--- src/rtl/ccff_chain_loader_if.sv ---
// Bitstream word stream between the fabric distributor (master) and a CCFF
// chain loader (slave).
interface ccff_chain_loader_if #(
    parameter int WORD_W = 8
);
    logic [WORD_W-1:0] in_data;
    logic              in_valid;
    logic              in_ready;

    modport master (
        output in_data,
        output in_valid,
        input  in_ready
    );

    modport slave (
        input  in_data,
        input  in_valid,
        output in_ready
    );
endinterface

--- src/rtl/ccff_chain_loader.sv ---
// Serialises bitstream words MSB-first onto one CCFF chain and captures the bits leaving its tail.
// Optional CRC-16-CCITT of the shifted stream: define CCFF_CHAIN_LOADER_CRC_EN.
module ccff_chain_loader #(
    parameter int CHAIN_LEN = 36,
    parameter int WORD_W    = 8,
    parameter int CNT_W     = 16
) (
    input  logic              prog_clk,
    input  logic              pReset,
    input  logic              start,
    input  logic              abort,
    ccff_chain_loader_if.slave bs,
    output logic              ccff_head,
    output logic              config_enable,
    input  logic              ccff_tail,
    output logic [WORD_W-1:0] tail_word,
    output logic [CNT_W-1:0]  bit_count,
    output logic              busy,
    output logic              done
`ifdef CCFF_CHAIN_LOADER_CRC_EN
    ,
    output logic [15:0]       crc
`endif
);

    localparam int WB_W = $clog2(WORD_W) + 1;

    typedef enum logic [1:0] {
        S_IDLE,
        S_LOAD,
        S_SHIFT,
        S_DONE
    } state_t;

    state_t            state_q;
    logic [WORD_W-1:0] shreg_q;
    logic [WORD_W-1:0] tail_q;
    logic [WB_W-1:0]   word_bits_q;
    logic [CNT_W-1:0]  bit_count_q;

    logic [CNT_W-1:0]  bit_count_d;
    logic [WB_W-1:0]   word_bits_d;
    logic              last_bit;
    logic              last_word_bit;

    assign bit_count_d   = bit_count_q + CNT_W'(1);
    assign word_bits_d   = word_bits_q + WB_W'(1);
    assign last_bit      = (bit_count_d == CNT_W'(CHAIN_LEN));
    assign last_word_bit = (word_bits_d == WB_W'(WORD_W));

`ifdef CCFF_CHAIN_LOADER_CRC_EN
    logic [15:0] crc_q;

    function automatic logic [15:0] crc_step(input logic [15:0] c, input logic b);
        logic [15:0] n;
        n = {c[14:0], 1'b0};
        if (c[15] ^ b) n = n ^ 16'h1021;
        return n;
    endfunction

    assign crc = crc_q;
`endif

    // Every SHIFT cycle the chain samples ccff_head, so the bookkeeping for that
    // bit is committed even when abort arrives in the same cycle.
    always_ff @(posedge prog_clk or posedge pReset) begin
        if (pReset) begin
            state_q     <= S_IDLE;
            shreg_q     <= '0;
            tail_q      <= '0;
            word_bits_q <= '0;
            bit_count_q <= '0;
`ifdef CCFF_CHAIN_LOADER_CRC_EN
            crc_q       <= 16'hFFFF;
`endif
        end else begin
            case (state_q)
                S_IDLE: begin
                    if (start && !abort) begin
                        state_q     <= S_LOAD;
                        bit_count_q <= '0;
`ifdef CCFF_CHAIN_LOADER_CRC_EN
                        crc_q       <= 16'hFFFF;
`endif
                    end
                end
                S_LOAD: begin
                    if (abort) begin
                        state_q <= S_IDLE;
                    end else if (bs.in_valid) begin
                        shreg_q     <= bs.in_data;
                        word_bits_q <= '0;
                        state_q     <= S_SHIFT;
                    end
                end
                S_SHIFT: begin
                    shreg_q     <= {shreg_q[WORD_W-2:0], 1'b0};
                    word_bits_q <= word_bits_d;
                    bit_count_q <= bit_count_d;
                    tail_q      <= {tail_q[WORD_W-2:0], ccff_tail};
`ifdef CCFF_CHAIN_LOADER_CRC_EN
                    crc_q       <= crc_step(crc_q, shreg_q[WORD_W-1]);
`endif
                    // Stopping at CHAIN_LEN drops whatever is left of the current word.
                    if (abort)              state_q <= S_IDLE;
                    else if (last_bit)      state_q <= S_DONE;
                    else if (last_word_bit) state_q <= S_LOAD;
                end
                S_DONE: begin
                    state_q <= S_IDLE;
                end
                default: begin
                    state_q <= S_IDLE;
                end
            endcase
        end
    end

    assign config_enable = (state_q == S_SHIFT);
    assign ccff_head     = config_enable & shreg_q[WORD_W-1];
    assign bs.in_ready   = (state_q == S_LOAD);
    assign busy          = (state_q == S_LOAD) || (state_q == S_SHIFT);
    assign done          = (state_q == S_DONE);
    assign tail_word     = tail_q;
    assign bit_count     = bit_count_q;

endmodule

--- src/flat_wrapper.sv ---
// flat-port wrapper written by rule: the top's interface ports become plain ports
module ccff_chain_loader_flat 
#(
    parameter int CHAIN_LEN = 36,
    parameter int WORD_W    = 8,
    parameter int CNT_W     = 16
)
  (prog_clk, pReset, start, abort, ccff_head, config_enable, ccff_tail, tail_word, bit_count, busy, done, bs_in_data, bs_in_valid, bs_in_ready);
  ccff_chain_loader_if #(.WORD_W(WORD_W)) bs_i ();
  input  logic prog_clk;
  input  logic pReset;
  input  logic start;
  input  logic abort;
  output logic ccff_head;
  output logic config_enable;
  input  logic ccff_tail;
  output logic [WORD_W-1:0] tail_word;
  output logic [CNT_W-1:0] bit_count;
  output logic busy;
  output logic done;
  input wire logic [$bits(bs_i.in_data)-1:0] bs_in_data;
  input wire logic [$bits(bs_i.in_valid)-1:0] bs_in_valid;
  output wire logic [$bits(bs_i.in_ready)-1:0] bs_in_ready;
  assign bs_i.in_data = bs_in_data;
  assign bs_i.in_valid = bs_in_valid;
  assign bs_in_ready = bs_i.in_ready;
  ccff_chain_loader #(.CHAIN_LEN(CHAIN_LEN), .WORD_W(WORD_W), .CNT_W(CNT_W)) u_core (.prog_clk(prog_clk), .pReset(pReset), .start(start), .abort(abort), .bs(bs_i), .ccff_head(ccff_head), .config_enable(config_enable), .ccff_tail(ccff_tail), .tail_word(tail_word), .bit_count(bit_count), .busy(busy), .done(done));
endmodule
--- config.mk ---
export PLATFORM = sky130hd
export DESIGN_NAME = ccff_chain_loader_flat
export DESIGN_NICKNAME = d
export VERILOG_FILES = /design/src/rtl/ccff_chain_loader_if.sv /design/src/rtl/ccff_chain_loader.sv /design/src/flat_wrapper.sv
export SDC_FILE = /design/constraint.sdc
export NUM_CORES = 1
export LEC_CHECK = 0
export BUFFER_PORTS_ARGS = -buffer_cell sky130_fd_sc_hd__clkbuf_2
export CAP_MARGIN = 20
export CELL_PAD_IN_SITES_DETAIL_PLACEMENT = 0
export CELL_PAD_IN_SITES_GLOBAL_PLACEMENT = 1
export CORE_MARGIN = 2
export CORE_UTILIZATION = 41
export DETAILED_ROUTE_END_ITERATION = 10
export GPL_TIMING_DRIVEN = 0
export PLACE_DENSITY = 0.88
export SYNTH_ARGS = -nofsm -noshare
export SYNTH_HDL_FRONTEND = slang
export SYNTH_SLANG_ARGS = --single-unit
export TNS_END_PERCENT = 30
--- constraint.sdc ---
create_clock -name prog_clk -period 3.1 [get_ports prog_clk]
set_clock_uncertainty 0.1 [all_clocks]
set_input_delay 0.465 -clock prog_clk [delete_from_list [all_inputs] [get_ports prog_clk]]
set_output_delay 0.465 -clock prog_clk [all_outputs]
set_load 0.05 [all_outputs]
==> summary.txt <==
Clock network
  – Postcts setup bufs: 0
  – Clk sinks: 38
  – Max H-tree Level: 2
  – CTS resizes: 0
  – CTS tree: built
  – Total CTS buffers: 5
  – Worst-Skew Late Latency: 0.29 ns
  – Root Buffer: clkbuf_8
  – Clock Pin Slew Worst Setup and Hold Paths: 0.08 ns
  – Max clock buf depth: 2
  – Hold buffer count at CTS: 0

Floorplanning
  – Num ports: 43
  – Horiz. Die Dim: 76.6 um
  – Core area: 5110 sq um
  – Initial core utilization: 42.3%
  – Count of standard-cell rows: 26
  – Die height: 76.6 um
  – Die area: 5860 sq um

Placement
  – Post-DP HPWL: 3.22 mm
  – PortBufs: 42
  – Gpl congestion: 0.828

Global route
  – Initial antenna violation count: 0
  – First-pass GRT wire length: 7.86 mm
  – Vias in the first global route: 1658
  – Congestion Overflow GR: 0
  – Gr usage total: 16.4%
  – Largest net degree at the start of global routing: 39

Finish
  – Layout area overhead: 19.1%
  – Share of layout cells above drive strength 1: 27.0%
  – Reg area: 951 sq um
  – Most common library cell in the layout ignoring fill and taps: clkbuf_2
  – Commonest cells after routing, fill and taps aside: clkbuf_2, dfrtp_1, o21ai_0
  – Antenna cell count: 0
  – Layout Nets: 300
  – Fillers: 497
  – Multi-input logic area: 1120 sq um

Critical path
  – RR Startpoint: u_core.bit_count[0]
  – CP Cell Sequence: inv_1, ha_1, clkbuf_1, clkbuf_2, and2_1, clkbuf_2
  – Buf/Inv on CP: 4
  – Crit Path Category: flip-flop to output port
  – Crit path arrival time: 2.10 ns
  – CP Capture Type: output port
  – R2r endpoint: u_core.state_q[1]
  – Most used cell, CP: clkbuf_2
  – Crit start category: flip-flop
  – CP top delay family: buffers and inverters
  – Slowest library cell on the worst path: dfrtp_1
  – CP required: 2.53 ns
  – CP peak stage delay: 0.42 ns
  – Worst-path fanout max: 10
  – R2r setup slk: 0.59 ns
  – R2R depth: 7

STA
  – Fin crit share: 85.9%
  – Worst-margin pin slew: 0.798 ns
  – RSZ-0062 raised after global routing: no
  – Fin crit period: 2.66 ns
  – Slew Viols, Final: 0
  – Max Freq: 376 MHz
  – Setup TNS: 0 ns
  – Relative slew slack: 46.7%
  – Finish-stage setup viols: 0
  – Hold Fails Final Rpt: 0

Pwr
  – Lkg Pwr: 1.22 nW
  – Total power: 1.87 mW
  – Max VDD drop: 498 uV
  – Pwr/cell area: 726 nW/um^2

Min path
  – Hold Path Class: input pin to asynchronous set/reset pin

Synthesis
  – EDFF count, synth: 0
  – Synthesized area: 2160 sq um
  – Synth cell types: 45
  – Ys flop type: dfrtp_1
  – Synth async-reset ratio: 100%
  – Sequential area share after synthesis: 44.0%
  – Syn avg cell area: 9.43 sq um
  – Syn Inst Count: 229
  – Syn nets: 251
  – Yosys warns: 0
  – #FFs+latches synth: 38

Route
  – First-pass iteration count of the detailed router: 4
  – DRC viols: 0
  – Via count: 1805
  – Post-route ant nets: 0
  – Routed vias/inst: 5.19
  – WL/cell: 13.0 um
  – DR iter-0 viols: 94
  – Drt total wl: 4.54 mm

Run status
  – Status: complete, no violations

Flow run
  – Max Cap Violations: 0
[synthesized netlist by cell type, types with 3 or more instances]
library cell	number	share of area, %
dfrtp_1	38	44
o21ai_0	37	8.6
nand2_1	31	5.4
nand3_1	9	2.1
nor2_1	9	1.6
ha_1	8	4.6
mux2_2	8	4.2
mux2i_1	8	3.7
clkbuf_1	7	1.2
nand2b_1	6	1.7
inv_1	5	0.87
xnor2_1	5	2.0
a21oi_1	3	0.70
a22o_1	3	1.2
a31oi_1	3	0.87
and3_1	3	0.87
buf_2	3	0.70
buf_4	3	1.0
nor3_1	3	0.70
o31ai_1	3	1.0
xor2_1	3	1.2
[sequential cells by signal, indices dropped and copies added (netlist names)]
register,count
u_core.tail_word,8
u_core.word_bits_q,4
u_core.state_q,2
u_core.bit_count,16
u_core.shreg_q,8
[metrics by stage]
stage | setup slack (ns) | utilization [%] | cells | cell area, sq um | hold slack [ns]
finish | 0.438 | 50.3 | 348 | 2570 | 0.203
CTS | 0.214 | 50.3 | 348 | 2570 | 0.244
floorplan | 0.397 | - | 229 | 2160 | 0.342
global placement | 0.557 | 48.1 | 341 | 2460 | 0.359
detailed placement | 0.536 | 48.1 | 341 | 2460 | 0.376
global route | 0.221 | 50.3 | 348 | 2570 | 0.276
[layout make-up]
| class | count | share of cell area (%) |
|---|---|---|
| Multi-Input combinational cell | 172 | 43.6 |
| Sequential cell | 38 | 37.0 |
| Timing Repair Buffer | 42 | 8.18 |
| Tap cell | 70 | 3.41 |
| Clock buffer | 6 | 3.21 |
| Buffer | 14 | 2.68 |
| Clock inverter | 1 | 1.17 |
| Inverter | 5 | 0.730 |
[worst max path at each step]
stage,depth (start not counted),from,slack [ns],end
finish,6,u_core.state_q[0],0.44,ccff_head
global route,6,u_core.state_q[0],0.22,ccff_head
CTS,6,u_core.state_q[0],0.21,ccff_head
detailed placement,6,u_core.state_q[0],0.54,ccff_head
global placement,6,u_core.state_q[0],0.56,ccff_head
floorplan,5,u_core.state_q[0],0.40,ccff_head
[per-layer routing]
layer | global-route usage, % | vias up | wire [um] | share of wire, %
met5 | 0 | - | 0 | 0
met4 | 5.45 | 0 | 72 | 1.6
met3 | 3.44 | 6 | 196 | 4.3
met2 | 24.2 | 37 | 1970 | 43
met1 | 24.1 | 849 | 2300 | 51
li1 | - | 913 | - | -
[where the power goes]
group | switching (mW) | total, mW | internal, mW
combinational | 0.530 | 0.742 | 0.212
clock | 0.173 | 0.430 | 0.257
sequential | 0.0819 | 0.694 | 0.612
total | 0.785 | 1.87 | 1.08
[logic make-up (layout without fill, tap and decap cells)]
logic type      count (synthesis)  count (layout)  synth area share, %
simple gates                   84              84                 21.0
compound gates                 56              56                 15.2
fa+ha+maj                       8               8                 4.64
flops                          38              38                 44.0
mux                            16              16                 7.88
xor+xnor                        8               8                 3.24
buf+inv                        19              68                 4.00
Power figures use the tool's default switching activity.
